`src/rtl/mem_access_unit_pkg.sv`:
```
// Shared load/store definitions for the MEM-stage access unit: funct3 encodings,
// FSM state type and small decode helpers.
package mem_access_unit_pkg;

    localparam logic [2:0] F3_B  = 3'b000;
    localparam logic [2:0] F3_H  = 3'b001;
    localparam logic [2:0] F3_W  = 3'b010;
    localparam logic [2:0] F3_BU = 3'b100;
    localparam logic [2:0] F3_HU = 3'b101;

    typedef enum logic [1:0] {IDLE, BUSY, DONE} mem_state_t;

    // Stores only come in signed-free sizes, so the unsigned encodings are illegal for them.
    function automatic logic is_legal(input logic [2:0] funct3, input logic is_store);
        if (is_store)
            return (funct3 == F3_B) || (funct3 == F3_H) || (funct3 == F3_W);
        return (funct3 == F3_B) || (funct3 == F3_H) || (funct3 == F3_W) ||
               (funct3 == F3_BU) || (funct3 == F3_HU);
    endfunction

    function automatic logic is_misaligned(input logic [2:0] funct3, input logic [1:0] lane);
        return ((funct3[1:0] == 2'b01) && lane[0]) ||
               ((funct3[1:0] == 2'b10) && (lane != 2'b00));
    endfunction

endpackage

```
`src/rtl/mem_access_unit_if.sv`:
```
// Word-aligned req/ack data-memory bus between the load/store unit and data memory.
interface mem_access_unit_if;
    logic        dmem_req;
    logic        dmem_we;
    logic [31:0] dmem_addr;
    logic [3:0]  dmem_be;
    logic [31:0] dmem_wdata;
    logic        dmem_ack;
    logic [31:0] dmem_rdata;

    modport master (
        output dmem_req, dmem_we, dmem_addr, dmem_be, dmem_wdata,
        input  dmem_ack, dmem_rdata
    );

    modport slave (
        input  dmem_req, dmem_we, dmem_addr, dmem_be, dmem_wdata,
        output dmem_ack, dmem_rdata
    );
endinterface

```
`src/rtl/mem_access_unit_lsu_align.sv`:
```
// Combinational lane logic: store byte enables / replicated data, and load lane
// selection with sign or zero extension.
module lsu_align
    import mem_access_unit_pkg::*;
(
    input  logic [2:0]  store_funct3,
    input  logic [1:0]  store_lane,
    input  logic [31:0] store_data,
    output logic [3:0]  be,
    output logic [31:0] wdata,
    input  logic [2:0]  load_funct3,
    input  logic [1:0]  load_lane,
    input  logic [31:0] rdata,
    output logic [31:0] load_data
);
    logic [7:0]  byte_sel;
    logic [15:0] half_sel;

    always_comb begin
        be    = 4'b1111;
        wdata = store_data;
        case (store_funct3)
            F3_B: begin
                be    = 4'b0001 << store_lane;
                wdata = {4{store_data[7:0]}};
            end
            F3_H: begin
                be    = store_lane[1] ? 4'b1100 : 4'b0011;
                wdata = {2{store_data[15:0]}};
            end
            default: ;
        endcase
    end

    assign byte_sel = rdata[{load_lane, 3'b000} +: 8];
    assign half_sel = rdata[{load_lane[1], 4'b0000} +: 16];

    always_comb begin
        load_data = rdata;
        case (load_funct3)
            F3_B:    load_data = {{24{byte_sel[7]}}, byte_sel};
            F3_H:    load_data = {{16{half_sel[15]}}, half_sel};
            F3_BU:   load_data = {24'd0, byte_sel};
            F3_HU:   load_data = {16'd0, half_sel};
            default: ;
        endcase
    end
endmodule

```
`src/rtl/mem_access_unit.sv`:
```
// MEM-stage load/store unit: one outstanding req/ack access, stall while busy,
// timeout abort. Optional misaligned-access trap enabled by MISALIGN_TRAP_EN.
module mem_access_unit
    import mem_access_unit_pkg::*;
#(
    parameter int TIMEOUT_CYCLES = 16
) (
    input  logic               clk,
    input  logic               reset,
    input  logic               MemReadM,
    input  logic               MemWriteM,
    input  logic [2:0]         Funct3M,
    input  logic [31:0]        ALUResultM,
    input  logic [31:0]        WriteDataM,
    output logic [31:0]        ReadDataM,
    output logic               StallM,
    output logic               BusErrM,
    output logic               MisalignM,
    mem_access_unit_if.master  dmem
);
    localparam int CNT_W = $clog2(TIMEOUT_CYCLES + 1);

    mem_state_t       state, state_next;
    logic [CNT_W-1:0] busy_cnt;
    logic             req_q, we_q, timed_out_q;
    logic [31:0]      addr_q, wdata_q, read_data_q;
    logic [3:0]       be_q;
    logic [2:0]       funct3_q;
    logic [1:0]       lane_q;

    logic             access, legal, misaligned, valid, timeout_hit;
    logic [3:0]       store_be;
    logic [31:0]      store_wdata, load_data;

    assign access = MemReadM | MemWriteM;
    assign legal  = is_legal(Funct3M, MemWriteM);
`ifdef MISALIGN_TRAP_EN
    assign misaligned = access & legal & is_misaligned(Funct3M, ALUResultM[1:0]);
`else
    assign misaligned = 1'b0;
`endif
    assign valid       = access & legal & ~misaligned;
    assign timeout_hit = (busy_cnt == CNT_W'(TIMEOUT_CYCLES - 1)) & ~dmem.dmem_ack;

    lsu_align u_align (
        .store_funct3 (Funct3M),
        .store_lane   (ALUResultM[1:0]),
        .store_data   (WriteDataM),
        .be           (store_be),
        .wdata        (store_wdata),
        .load_funct3  (funct3_q),
        .load_lane    (lane_q),
        .rdata        (dmem.dmem_rdata),
        .load_data    (load_data)
    );

    always_ff @(posedge clk) begin
        if (reset) state <= IDLE;
        else       state <= state_next;
    end

    always_comb begin
        state_next = state;
        case (state)
            IDLE:    if (valid) state_next = BUSY;
            BUSY:    if (dmem.dmem_ack || timeout_hit) state_next = DONE;
            DONE:    state_next = IDLE;
            default: state_next = IDLE;
        endcase
    end

    // Request fields are latched once on issue so the bus stays stable however long memory waits.
    always_ff @(posedge clk) begin
        if (reset) begin
            busy_cnt    <= '0;
            req_q       <= 1'b0;
            we_q        <= 1'b0;
            timed_out_q <= 1'b0;
            addr_q      <= '0;
            wdata_q     <= '0;
            be_q        <= '0;
            funct3_q    <= '0;
            lane_q      <= '0;
            read_data_q <= '0;
        end else begin
            case (state)
                IDLE: begin
                    busy_cnt    <= '0;
                    timed_out_q <= 1'b0;
                    if (valid) begin
                        req_q    <= 1'b1;
                        we_q     <= MemWriteM;
                        addr_q   <= {ALUResultM[31:2], 2'b00};
                        be_q     <= MemWriteM ? store_be : 4'b1111;
                        wdata_q  <= store_wdata;
                        funct3_q <= Funct3M;
                        lane_q   <= ALUResultM[1:0];
                    end
                end
                BUSY: begin
                    if (dmem.dmem_ack) begin
                        req_q <= 1'b0;
                        if (!we_q) read_data_q <= load_data;
                    end else if (timeout_hit) begin
                        req_q       <= 1'b0;
                        timed_out_q <= 1'b1;
                        read_data_q <= '0;
                    end else begin
                        busy_cnt <= busy_cnt + CNT_W'(1);
                    end
                end
                default: ;
            endcase
        end
    end

    always_comb begin
        StallM    = 1'b0;
        BusErrM   = 1'b0;
        MisalignM = 1'b0;
        case (state)
            IDLE: begin
                StallM    = valid;
                MisalignM = misaligned;
            end
            BUSY:    StallM  = 1'b1;
            DONE:    BusErrM = timed_out_q;
            default: ;
        endcase
    end

    assign ReadDataM       = read_data_q;
    assign dmem.dmem_req   = req_q;
    assign dmem.dmem_we    = we_q;
    assign dmem.dmem_addr  = addr_q;
    assign dmem.dmem_be    = be_q;
    assign dmem.dmem_wdata = wdata_q;
endmodule

```
`src/flat_wrapper.sv`:
```
// flat-port wrapper written by rule: the top's interface ports become plain ports
module mem_access_unit_flat import mem_access_unit_pkg::*;
#(
    parameter int TIMEOUT_CYCLES = 16
)
  (clk, reset, MemReadM, MemWriteM, Funct3M, ALUResultM, WriteDataM, ReadDataM, StallM, BusErrM, MisalignM, dmem_dmem_req, dmem_dmem_we, dmem_dmem_addr, dmem_dmem_be, dmem_dmem_wdata, dmem_dmem_ack, dmem_dmem_rdata);
  mem_access_unit_if dmem_i ();
  input  logic clk;
  input  logic reset;
  input  logic MemReadM;
  input  logic MemWriteM;
  input  logic [2:0] Funct3M;
  input  logic [31:0] ALUResultM;
  input  logic [31:0] WriteDataM;
  output logic [31:0] ReadDataM;
  output logic StallM;
  output logic BusErrM;
  output logic MisalignM;
  output wire logic [$bits(dmem_i.dmem_req)-1:0] dmem_dmem_req;
  output wire logic [$bits(dmem_i.dmem_we)-1:0] dmem_dmem_we;
  output wire logic [$bits(dmem_i.dmem_addr)-1:0] dmem_dmem_addr;
  output wire logic [$bits(dmem_i.dmem_be)-1:0] dmem_dmem_be;
  output wire logic [$bits(dmem_i.dmem_wdata)-1:0] dmem_dmem_wdata;
  input wire logic [$bits(dmem_i.dmem_ack)-1:0] dmem_dmem_ack;
  input wire logic [$bits(dmem_i.dmem_rdata)-1:0] dmem_dmem_rdata;
  assign dmem_dmem_req = dmem_i.dmem_req;
  assign dmem_dmem_we = dmem_i.dmem_we;
  assign dmem_dmem_addr = dmem_i.dmem_addr;
  assign dmem_dmem_be = dmem_i.dmem_be;
  assign dmem_dmem_wdata = dmem_i.dmem_wdata;
  assign dmem_i.dmem_ack = dmem_dmem_ack;
  assign dmem_i.dmem_rdata = dmem_dmem_rdata;
  mem_access_unit #(.TIMEOUT_CYCLES(TIMEOUT_CYCLES)) u_core (.clk(clk), .reset(reset), .MemReadM(MemReadM), .MemWriteM(MemWriteM), .Funct3M(Funct3M), .ALUResultM(ALUResultM), .WriteDataM(WriteDataM), .ReadDataM(ReadDataM), .StallM(StallM), .BusErrM(BusErrM), .MisalignM(MisalignM), .dmem(dmem_i));
endmodule
```
`config.mk`:
```
export PLATFORM = sky130hd
export DESIGN_NAME = mem_access_unit_flat
export DESIGN_NICKNAME = d
export VERILOG_FILES = /design/src/rtl/mem_access_unit_pkg.sv /design/src/rtl/mem_access_unit_if.sv /design/src/rtl/mem_access_unit_lsu_align.sv /design/src/rtl/mem_access_unit.sv /design/src/flat_wrapper.sv
export SDC_FILE = /design/constraint.sdc
export NUM_CORES = 1
export LEC_CHECK = 0
export BUFFER_PORTS_ARGS = -buffer_cell sky130_fd_sc_hd__buf_4
export CORE_MARGIN = 5
export CORE_UTILIZATION = 50
export CTS_CLUSTER_SIZE = 20
export DETAILED_ROUTE_END_ITERATION = 10
export MAX_ROUTING_LAYER = met4
export PLACE_DENSITY = 0.79
export SLEW_MARGIN = 20
export SYNTH_ARGS = -nofsm -noshare
export SYNTH_HDL_FRONTEND = slang
export SYNTH_SLANG_ARGS = --single-unit
```
`constraint.sdc`:
```
create_clock -name clk -period 5.2 [get_ports clk]
set_clock_uncertainty 0.05 [all_clocks]
set_input_delay 1.56 -clock clk [delete_from_list [all_inputs] [get_ports clk]]
set_output_delay 1.56 -clock clk [all_outputs]
set_load 0.01 [all_outputs]
```
==> load_flow_metrics.sql, run 1 <==
INSERT INTO impl_metrics (metric_group, metric, value, unit) VALUES
('run_status', 'status', 'completed', ''),
('cts', 'cts_inserted_buffers', '17', ''),
('cts', 'cts_max_level', '4', ''),
('synth', 'yosysWarnings', '0', ''),
('setup_path', 'end_kind', 'output port', ''),
('global_route', 'first_pass_grt_wire_length', '24080', 'um'),
('synth', 'ys_dominant_reg_cell', 'dfxtp_1', ''),
('global_route', 'grtUsageMet3', '7.513', '%'),
('synth', 'asyncSetResetFlopFracSynth', '0', '%'),
('synth', 'avgSynthCellArea', '8.610', 'um2'),
('power', 'max-vdd-ir-drop', '0.2271', 'mV'),
('floorplanning', 'starting_utilization_of_the_core_area', '51.36', '%'),
('floorplanning', 'die_height', '110.2', 'um'),
('floorplanning', 'floorplan.core_area', '0.009774', 'mm2'),
('floorplanning', 'die_area', '0.01214', 'mm2'),
('timing', 'part_of_the_cycle_the_worst_path_needs', '79.49', '%'),
('finish', 'fin_area', '0.007144', 'mm2'),
('finish', 'multiInputGateArea', '0.002515', 'mm2'),
('cts', 'clkSlewWorstSetupHoldPaths', '0.05', 'ns'),
('drt', 'vias', '4975', ''),
('place', 'placedInstanceArea', '0.006528', 'mm2'),
('setup_path', 'r2r.worst_path.cells', '5', ''),
('place', 'gpl.final_weighted_congestion', '0.8681', ''),
('synth', 'synthesis.area', '0.005020', 'mm2'),
('global_route', 'all_layer_gr_usage', '26.12', '%'),
('timing', 'final_critical_period', '4.134', 'ns'),
('finish', 'flip_flop_and_latch_area', '0.002262', 'mm2'),
('synth', 'cells_after_synthesis', '583', ''),
('global_route', 'antenna_found_initial', '0', ''),
('timing', 'max_slew_margin', '23.27', '%'),
('worst_hold_path', 'timing.hold.worst.start', 'u_core.dmem.dmem_addr[25]', ''),
('cts', 'clock_tree.buffer_depth', '2', ''),
('finish', 'final_net_count', '867', ''),
('timing', 'worst_pin_slew', '1.147', 'ns'),
('floorplanning', 'design.portCount', '209', ''),
('setup_path', 'critPathLaunchType', 'input port', ''),
('timing', 'post_route_setup_tns', '0', 'ns'),
('timing', 'finalHoldViolations', '0', ''),
('setup_path', 'reg2reg_to', 'u_core.dmem.dmem_addr[9]', ''),
('drt', 'remaining_drc_errors', '0', ''),
('finish', 'post_route_cells_drive_above_1_share', '35.96', '%'),
('worst_hold_path', 'holdPathStages', '2', ''),
('finish', 'layoutNonFillerInstCount', '906', ''),
('place', 'placed_cells_incl_taps', '875', ''),
('finish', 'insertedDiodeCount', '0', ''),
('synth', 'synth_enable_flop_cells', '0', ''),
('synth', 'ys_ff_latch', '113', ''),
('drt', 'drt-pass1-iter-count', '5', ''),
('floorplanning', 'die_w', '110.2', 'um'),
('setup_path', 'timing.critical_path.fanout_max', '14', ''),
('worst_hold_path', 'hp-class', 'flop to flop', ''),
('setup_path', 'worst-endpoint-arrival', '2.52', 'ns'),
('place', 'place.detailed.hpwl', '11050', 'um'),
('cts', 'cts_root_buffer', 'clkbuf_8', ''),
('global_route', 'globalRoute.busiestLayer', 'met2', ''),
('cts', 'clock_sink_count', '113', ''),
('synth', 'synth_cell_types', '52', ''),
('power', 'power_density', '359.5', 'mW/mm2'),
('global_route', 'grt_max_degree', '85', ''),
('drt', 'totalWireLength', '15640', 'um'),
('cts', 'worstSkewPairLatency', '0.51', 'ns'),
('timing', 'fmax', '241.9', 'MHz'),
('setup_path', 'worst-endpoint-required', '3.59', 'ns'),
('job', 'drv.max_cap_violation_count', '0', ''),
('synth', 'seq_total_area_yosys', '45.06', '%'),
('setup_path', 'setup.worst_path.class', 'input port to output port', ''),
('timing', 'pins_over_their_slew_limit', '0', ''),
('global_route', 'grt.met2_usage', '40.90', '%'),
('setup_path', 'worst_r2r_startpoint', 'u_core.state[1]', ''),
('drt', 'ant_nets', '0', ''),
('global_route', 'residual_overflow_from_global_routing', '0', '');
-- worst max path at each step --
stage	from	end	slack, ns	depth (start not counted)
after detailed placement	Funct3M[1]	StallM	1.06	6
final	Funct3M[1]	StallM	1.07	6
after CTS	Funct3M[1]	StallM	1.05	6
after global placement	Funct3M[1]	StallM	1.09	6
after floorplan	MemWriteM	StallM	1.43	4
after global routing	Funct3M[1]	StallM	0.93	6
-- cells in the mapped netlist, drive strengths merged (3+ instances only) --
master,n,share of area [%]
o21ai,24,2.4
or3,7,0.87
inv,5,0.37
mux2,11,2.5
o2bb2ai,7,1.2
and3b,8,1.5
mux2i,19,3.8
dfxtp,113,45
a311oi,8,1.4
nand2b,12,1.5
clkbuf,31,2.3
a221o,16,3.5
nor3,6,0.70
o211ai,10,1.5
a21oi,71,7.1
nor2,36,2.7
a211oi,11,1.6
a211o,7,1.2
a22oi,3,0.72
nand2,121,9.0
buf,20,2.4
a32o,9,1.8
-- worst max-delay path, stage by stage --
cell and delay [ns]:
buf_4 0.16, o21ai_0 0.28, and2_1 0.22, nor2_1 0.05, nor2_1 0.12, buf_4 0.14
-- power breakdown --
group / internal (W) / leakage, nW / total [W] / switching [W]
registers: 0.000924 / 0.924 / 0.000971 / 0.0000470
clock network: 0.000810 / 0.296 / 0.00120 / 0.000392
logic: 0.000191 / 1.83 / 0.000395 / 0.000204
-- per-stage QoR --
stage               hold WS, ns  setup slack, ns  utilization (%)
floorplan                0.4186            1.431                -
global placement         0.3931            1.092            66.78
detailed placement       0.3978            1.064            66.78
CTS                      0.4052            1.054            73.09
global route             0.4217           0.9259            73.09
finish                   0.4051            1.066            73.09
-- state kept, by name (all words and copies together) (netlist names) --
name                    cells
u_core.ReadDataM           32
u_core.busy_cnt             5
u_core.dmem.dmem_addr      30
u_core.dmem.dmem_be         4
u_core.dmem.dmem_req        1
u_core.dmem.dmem_wdata     32
u_core.dmem.dmem_we         1
u_core.funct3_q             3
u_core.lane_q               2
u_core.state                2
u_core.timed_out_q          1
-- cells by family after synthesis --
| family | Yosys count | share of synthesized area (%) |
|---|---|---|
| flops | 113 | 45.06 |
| other cells | 1 | 0.07470 |
| mux | 30 | 6.331 |
| compound gates | 177 | 24.68 |
| buf+inv | 57 | 5.160 |
| simple gates | 203 | 18.20 |
| fa+ha+maj | 2 | 0.4984 |
-- routing by layer --
metal / vias up / wire length [um]
met3: 38 / 1358
li1: 2429 / -
met5: - / 0
met2: 222 / 7404
met4: 0 / 436
met1: 2286 / 6443
-- cell type report --
cell class	count	area share (%)
clock inverter	10	2.207
tap	133	2.329
sequential	113	31.66
inverter	6	0.3152
timing repair buffer	208	21.86
multi-input combinational	415	35.20
clock buffer	21	6.427
-- layout by cell type, fill, tap and decap left out, drive strengths merged, types with 2 or more instances in the layout --
cell and count:
nor2 36, a21oi 71, o21ai 24, inv 5, a311oi 8, nand2 121
ha 2, dfxtp 113, a21boi 2, a22oi 3, a211oi 11, nand2b 12
mux2i 19, or3 7, clkinvlp 3, and2 2, mux2 11, a221o 16
a211o 7, and3 2, conb 3, clkbuf 21, buf 208, a2111oi 2
o211ai 10, bufinv 4, nor3 6, clkinv 4, and3b 8, nor2b 2
nand3 2, o2bb2ai 7, a32o 9
(Power assumes the default switching activity.)
==> run 2: changes to the inputs <==
--- a/config.mk
+++ b/config.mk
@@ -7,11 +7,11 @@
 export LEC_CHECK = 0
 export BUFFER_PORTS_ARGS = -buffer_cell sky130_fd_sc_hd__buf_4
 export CORE_MARGIN = 5
-export CORE_UTILIZATION = 50
+export CORE_UTILIZATION = 48
 export CTS_CLUSTER_SIZE = 20
 export DETAILED_ROUTE_END_ITERATION = 10
 export MAX_ROUTING_LAYER = met4
-export PLACE_DENSITY = 0.79
+export PLACE_DENSITY = 0.76
 export SLEW_MARGIN = 20
 export SYNTH_ARGS = -nofsm -noshare
 export SYNTH_HDL_FRONTEND = slang
==> constraint.sdc (replaced) <==
create_clock -name clk -period 4 [get_ports clk]
set_clock_uncertainty 0.05 [all_clocks]
set_input_delay 1.2 -clock clk [delete_from_list [all_inputs] [get_ports clk]]
set_output_delay 1.2 -clock clk [all_outputs]
set_load 0.01 [all_outputs]
==> run 2 against run 1 <==
Sequential cell count did not move. Power increased by 26%. Die area up 3.8%. Clock power increased by 21%. Final area down 0.11%. Final cell count grew 0.66%. Global-route usage shrank 1.6 points. Via count is 0.60% higher. First-iteration DRC count fell by 9.6%. Non-clock buffer count up 2.
==> load_flow_metrics.sql, run 2 (same netlist as run 1, synthesis figures left out) <==
INSERT INTO impl_metrics (metric_group, metric, value, unit) VALUES
('run_status', 'status', 'completed', ''),
('cts', 'tritoncts', 'done', ''),
('global_route', 'residual_overflow_from_global_routing', '0', ''),
('drt', 'drtIter0Drc', '319', ''),
('timing', 'worst_pin_slew', '1.030', 'ns'),
('global_route', 'grt_max_degree', '84', ''),
('global_route', 'grt_pass1_vias', '4897', ''),
('finish', 'layoutNonFillerInstCount', '912', ''),
('place', 'placed_cells_incl_taps', '880', ''),
('timing', 'max_slew_margin', '31.09', '%'),
('timing', 'finalHoldViolations', '0', ''),
('timing', 'pins_over_their_slew_limit', '0', ''),
('finish', 'layout.cells.most_common_list', 'buf_4 (209), nand2_1 (121), dfxtp_1 (113), a21oi_1 (71), nor2_1 (35)', ''),
('timing', 'finalSetupViolCount', '0', ''),
('setup_path', 'cp_slowest_stage_delay', '0.27', 'ns'),
('drt', 'vias', '5005', ''),
('finish', 'post_route_cells_drive_above_1_share', '36.34', '%'),
('cts', 'cts_inserted_buffers', '17', ''),
('timing', 'post_route_setup_tns', '0', 'ns'),
('power', 'p_clk_share', '45.0', '%'),
('timing', 'fmax', '291.3', 'MHz'),
('setup_path', 'worst-endpoint-arrival', '2.18', 'ns'),
('place', 'place.detailed.hpwl', '10950', 'um'),
('cts', 'clock_sink_count', '113', ''),
('job', 'drv.max_cap_violation_count', '0', ''),
('cts', 'post_cts_buffers', '0', ''),
('drt', 'remaining_drc_errors', '0', ''),
('cts', 'cts-resized-gates', '0', ''),
('cts', 'worstSkewPairLatency', '0.51', 'ns'),
('drt', 'vias_per_cell', '5.488', ''),
('cts', 'clock_tree.buffer_depth', '2', ''),
('finish', 'fin_area', '0.007137', 'mm2'),
('finish', 'areaGrowthSynthToFinish', '42.17', '%'),
('power', 'switching_share', '26.62', '%'),
('power', 'netSwitchingPower', '0.0008595', 'W'),
('drt', 'drt-pass1-iter-count', '6', ''),
('timing', 'worst_hold_slack', '0.4027', 'ns'),
('place', 'placedInstanceArea', '0.006559', 'mm2'),
('power', 'combinationalPowerShare', '15.9', '%'),
('floorplanning', 'starting_utilization_of_the_core_area', '48.84', '%'),
('floorplanning', 'design.portCount', '209', ''),
('power', 'cellInternalPower', '0.002369', 'W'),
('drt', 'wire_per_inst', '16.97', 'um'),
('power', 'power_leakage', '3.044', 'nW'),
('timing', 'final_critical_period', '3.433', 'ns'),
('setup_path', 'timing.critical_path.max_delay_family', 'simple AND/OR/NAND/NOR gates', ''),
('setup_path', 'worst-endpoint-required', '2.75', 'ns'),
('finish', 'insertedDiodeCount', '0', ''),
('worst_hold_path', 'hp-class', 'flop to flop', ''),
('setup_path', 'timing.critical_path.fanout_max', '13', ''),
('power', 'max-vdd-ir-drop', '0.2854', 'mV'),
('floorplanning', 'die_height', '112.3', 'um'),
('floorplanning', 'num_rows', '37', ''),
('setup_path', 'crit_path_top_delay_cell', 'a2bb2oi_1', ''),
('global_route', 'antenna_found_initial', '0', ''),
('finish', 'fillerInstances', '858', ''),
('setup_path', 'critPathLaunchType', 'input port', ''),
('cts', 'postCtsHoldBufs', '0', ''),
('timing', 'post-route-worst-setup-slack', '0.5670', 'ns'),
('floorplanning', 'die_w', '112.3', 'um'),
('cts', 'clkSlewWorstSetupHoldPaths', '0.06', 'ns'),
('setup_path', 'critical_path.cell_chain', 'buf_4 -> a2bb2oi_1 -> and2_1 -> nor2_1 -> nor2_1 -> buf_4', ''),
('place', 'gpl.final_weighted_congestion', '0.8636', ''),
('floorplanning', 'floorplan.core_area', '0.01028', 'mm2'),
('power', 'power_density', '452.3', 'mW/mm2'),
('setup_path', 'end_kind', 'output port', ''),
('global_route', 'first_pass_grt_wire_length', '24650', 'um'),
('place', 'detailedPlace.worstSlack', '0.5723', 'ns'),
('power', 'p_seq_share', '39.1', '%'),
('global_route', 'all_layer_gr_usage', '24.49', '%'),
('cts', 'cts_max_level', '4', ''),
('cts', 'cts_root_buffer', 'clkbuf_8', ''),
('drt', 'ant_nets', '0', ''),
('setup_path', 'setup.worst_path.class', 'input port to output port', ''),
('timing', 'part_of_the_cycle_the_worst_path_needs', '85.82', '%'),
('drt', 'totalWireLength', '15480', 'um'),
('floorplanning', 'die_area', '0.01260', 'mm2'),
('finish', 'most_common_cell_after_layout_fill_and_taps_aside', 'buf_4', ''),
('timing', 'grt_setup_unrepaired', 'false', ''),
('place', 'io_buffer_count', '205', ''),
('setup_path', 'timing.critical_path.buf_inv', '2', ''),
('finish', 'final_net_count', '869', '');
## run 2: cell count changes in the layout (fill, tap and decap cells not counted), sizes merged
cell / before / now
clkinv: 4 / 7
buf: 208 / 210
bufinv: 4 / 2
clkbuf: 21 / 19
clkinvlp: 3 / 4
inv: 5 / 6
## run 2: final cells by class
| type | instances | area (um2) | share of cell area, % |
|---|---|---|---|
| multi-input cells | 415 | 2515 | 35.24 |
| flip-flops and latches | 113 | 2262 | 31.70 |
| repair buffers | 210 | 1589 | 22.27 |
| clock buffers | 19 | 441.7 | 6.189 |
| well taps | 136 | 170.2 | 2.384 |
| clock inverters | 13 | 136.4 | 1.911 |
| inverters | 6 | 22.52 | 0.3156 |
## run 2: per-layer routing
metal | vias up | GRT usage [%] | share of wire, %
met1 | 2332 | 30.31 | 41
met5 | - | - | 0
li1 | 2431 | - | -
met3 | 20 | 6.253 | 7.6
met4 | 0 | 7.372 | 1.5
met2 | 222 | 39.49 | 49
## run 2: final timing paths
check                                  from  cells past startpoint  slack, ns                        end
hold reg to reg   u_core.dmem.dmem_addr[17]                      2       0.40  u_core.dmem.dmem_addr[17]
setup / recovery                 Funct3M[0]                      6       0.57                     StallM
setup reg to reg           u_core.lane_q[1]                      4       1.58       u_core.ReadDataM[23]
hold / removal    u_core.dmem.dmem_addr[17]                      2       0.40  u_core.dmem.dmem_addr[17]
## run 2: worst min-delay path, cell delays in order (launching register included)
cell and delay, ns:
dfxtp_1 0.31, nand2_1 0.05, a21oi_1 0.05
## run 2: power groups by stage
stage | sequential, W | combinational, W | clock, W
floorplan | 0.00129 | 0.000247 | 0
global placement | 0.00128 | 0.000505 | 0
detailed placement | 0.00128 | 0.000515 | 0
CTS | 0.00126 | 0.000518 | 0.00147
global route | 0.00127 | 0.000563 | 0.00153
finish | 0.00126 | 0.000514 | 0.00145
## run 2: metrics by stage
| step | utilization, % | power (W) |
|---|---|---|
| finish | 69.44 | 0.003228 |
| global route | 69.44 | 0.003364 |
| floorplan | - | 0.001539 |
| detailed placement | 63.82 | 0.001797 |
| CTS | 69.44 | 0.003253 |
| global placement | 63.82 | 0.001783 |
==> run 3: changes to the inputs <==
==> constraint.sdc (replaced) <==
create_clock -name clk -period 4 [get_ports clk]
set_clock_uncertainty 0.05 [all_clocks]
set_input_delay 1.2 -clock clk [delete_from_list [all_inputs] [get_ports clk]]
set_output_delay 1.2 -clock clk [all_outputs]
set_load 0.02 [all_outputs]
==> run 3 against run 2 <==
Hold slack improved by 0.0036 ns. Final cell count did not move. Register-to-register slack got worse by 0.02 ns. Highest routed layer unchanged. Via count fell by 0.66%. Core utilization about the same. Setup slack better by 0.0089 ns. Largest cell class unchanged. First-iteration DRC count rose by 24%. Critical endpoint unchanged. Die area unchanged. Wire length shrank 1.8%. Sequential power about the same. Largest power group unchanged. Clock power barely moved. Clock-buffer cell count is 2 higher.
==> load_flow_metrics.sql, run 3 (same netlist as run 1, synthesis figures left out) <==
INSERT INTO impl_metrics (metric_group, metric, value, unit) VALUES
('global_route', 'first_pass_grt_wire_length', '24220', 'um'),
('floorplanning', 'starting_utilization_of_the_core_area', '48.84', '%'),
('drt', 'wire_per_inst', '16.67', 'um'),
('setup_path', 'reg2reg_to', 'u_core.ReadDataM[26]', ''),
('setup_path', 'timing.critical_path.max_delay_family', 'simple AND/OR/NAND/NOR gates', ''),
('finish', 'final_net_count', '869', ''),
('cts', 'cts_max_level', '4', ''),
('timing', 'part_of_the_cycle_the_worst_path_needs', '85.60', '%'),
('timing', 'fmax', '292.0', 'MHz'),
('worst_hold_path', 'whs_endpoint', 'u_core.dmem.dmem_addr[3]', ''),
('finish', 'post_route_cells_drive_above_1_share', '36.34', '%'),
('setup_path', 'critPathLaunchType', 'input port', ''),
('timing', 'post_route_setup_tns', '0', 'ns'),
('place', 'gpl.final_weighted_congestion', '0.8649', ''),
('setup_path', 'end_kind', 'output port', ''),
('timing', 'grt_setup_unrepaired', 'false', ''),
('floorplanning', 'die_height', '112.3', 'um'),
('setup_path', 'worst-endpoint-required', '2.75', 'ns'),
('floorplanning', 'num_rows', '37', ''),
('finish', 'most_common_cell_after_layout_fill_and_taps_aside', 'buf_4', ''),
('drt', 'remaining_drc_errors', '0', ''),
('timing', 'finalSetupViolCount', '0', ''),
('global_route', 'grt_max_degree', '84', ''),
('drt', 'ant_nets', '0', ''),
('place', 'io_buffer_count', '205', ''),
('timing', 'worst_pin_slew', '1.039', 'ns'),
('cts', 'clkSlewWorstSetupHoldPaths', '0.05', 'ns'),
('global_route', 'all_layer_gr_usage', '24.04', '%'),
('power', 'switching_share', '27.97', '%'),
('setup_path', 'r2r.worst_path.cells', '4', ''),
('setup_path', 'timing.critical_path.buf_inv', '2', ''),
('cts', 'postCtsHoldBufs', '0', ''),
('power', 'p_seq_share', '38.7', '%'),
('finish', 'layout.cells.most_common_list', 'buf_4 (209), nand2_1 (121), dfxtp_1 (113), a21oi_1 (71), nor2_1 (35)', ''),
('drt', 'vias', '4972', ''),
('drt', 'drtIter0Drc', '397', ''),
('global_route', 'antenna_found_initial', '0', ''),
('setup_path', 'setup.worst_path.class', 'input port to output port', ''),
('cts', 'clock_tree.buffer_depth', '2', ''),
('drt', 'totalWireLength', '15200', 'um'),
('timing', 'final_critical_period', '3.424', 'ns'),
('setup_path', 'worst_r2r_startpoint', 'u_core.lane_q[1]', ''),
('power', 'combinationalPowerShare', '17.5', '%'),
('power', 'netSwitchingPower', '0.0009103', 'W'),
('setup_path', 'crit_path_top_delay_cell', 'o21ai_0', ''),
('global_route', 'grt_pass1_vias', '4818', ''),
('timing', 'max_slew_margin', '30.48', '%'),
('cts', 'post_cts_buffers', '0', ''),
('run_status', 'status', 'completed', ''),
('finish', 'insertedDiodeCount', '0', ''),
('cts', 'worstSkewPairLatency', '0.51', 'ns'),
('cts', 'cts_root_buffer', 'clkbuf_8', ''),
('setup_path', 'timing.critical_path.fanout_max', '14', ''),
('cts', 'clock_sink_count', '113', ''),
('setup_path', 'critical_path.cell_chain', 'buf_4 -> o21ai_0 -> and2_1 -> nor2_1 -> nor2_1 -> buf_4', ''),
('finish', 'areaGrowthSynthToFinish', '42.12', '%'),
('setup_path', 'reg2reg_setup_slack', '1.56', 'ns'),
('global_route', 'residual_overflow_from_global_routing', '0', ''),
('power', 'power_density', '456.2', 'mW/mm2'),
('power', 'power_leakage', '3.033', 'nW'),
('place', 'placed_cells_incl_taps', '880', ''),
('worst_hold_path', 'timing.hold.worst.start', 'u_core.dmem.dmem_addr[3]', ''),
('worst_hold_path', 'hp-class', 'flop to flop', ''),
('floorplanning', 'design.portCount', '209', ''),
('job', 'drv.max_cap_violation_count', '0', ''),
('worst_hold_path', 'holdPathStages', '2', ''),
('setup_path', 'cp_slowest_stage_delay', '0.28', 'ns'),
('power', 'max-vdd-ir-drop', '0.2646', 'mV'),
('timing', 'pins_over_their_slew_limit', '0', ''),
('cts', 'cts_inserted_buffers', '17', ''),
('timing', 'finalHoldViolations', '0', ''),
('power', 'p_clk_share', '43.8', '%'),
('setup_path', 'worst-endpoint-arrival', '2.17', 'ns'),
('cts', 'cts-resized-gates', '0', ''),
('cts', 'tritoncts', 'done', ''),
('finish', 'layoutNonFillerInstCount', '912', ''),
('drt', 'vias_per_cell', '5.452', ''),
('drt', 'drt-pass1-iter-count', '5', ''),
('floorplanning', 'die_w', '112.3', 'um'),
('power', 'cellInternalPower', '0.002344', 'W'),
('floorplanning', 'floorplan.core_area', '0.01028', 'mm2'),
('floorplanning', 'die_area', '0.01260', 'mm2'),
('place', 'place.detailed.hpwl', '10940', 'um');
## run 3: through the flow
stage | hold slack [ns] | setup WS (ns) | total power (W) | utilization (%) | cell area, um2
after floorplan | 0.4186 | 0.8284 | 0.001592 | - | 5027
after global placement | 0.3924 | 0.6061 | 0.001839 | 63.82 | 6559
after detailed placement | 0.3997 | 0.5773 | 0.001852 | 63.82 | 6559
after CTS | 0.4079 | 0.5708 | 0.003272 | 69.42 | 7134
after global routing | 0.4216 | 0.4719 | 0.003386 | 69.42 | 7134
final | 0.4063 | 0.5759 | 0.003254 | 69.42 | 7134
## run 3: worst max path at each step
| stage | start | to | slack [ns] | cells after the start |
|---|---|---|---|---|
| after floorplan | MemWriteM | StallM | 0.83 | 4 |
| after global placement | Funct3M[1] | StallM | 0.61 | 6 |
| after detailed placement | Funct3M[1] | StallM | 0.58 | 6 |
| after CTS | Funct3M[1] | StallM | 0.57 | 6 |
| after global routing | Funct3M[1] | StallM | 0.47 | 6 |
| final | Funct3M[1] | StallM | 0.58 | 6 |
## run 3: layout make-up
type / count / area (um2)
Inverter: 6 / 22.52
Clock buffer: 21 / 469.2
Multi-Input combinational cell: 415 / 2515
Fill cell: 848 / 3143
Sequential cell: 113 / 2262
Timing Repair Buffer: 210 / 1589
Clock inverter: 11 / 106.4
Tap cell: 136 / 170.2
## run 3: tightest hold or removal path, stage by stage, from the launching register on
cell and delay [ns]:
dfxtp_1 0.30, nand2_1 0.05, a21oi_1 0.05
## run 3: power by group through the flow
stage                     Clock, W  Sequential [W]  Combinational, W
after global routing       0.00150         0.00127          0.000615
after floorplan                  0         0.00134          0.000249
after CTS                  0.00144         0.00126          0.000573
after detailed placement         0         0.00128          0.000570
final                      0.00142         0.00126          0.000570
after global placement           0         0.00128          0.000561
## run 3: per-layer routing
metal  track usage (%)  vias to the layer above  share of wire, %  routed length, um
li1                  -                     2428                 -                  -
met1             30.05                     2321                43               6490
met2             38.26                      196                49               7386
met3             5.930                       27               6.8               1030
met4             7.853                        0               1.9                295
met5                 -                        -                 0                  0
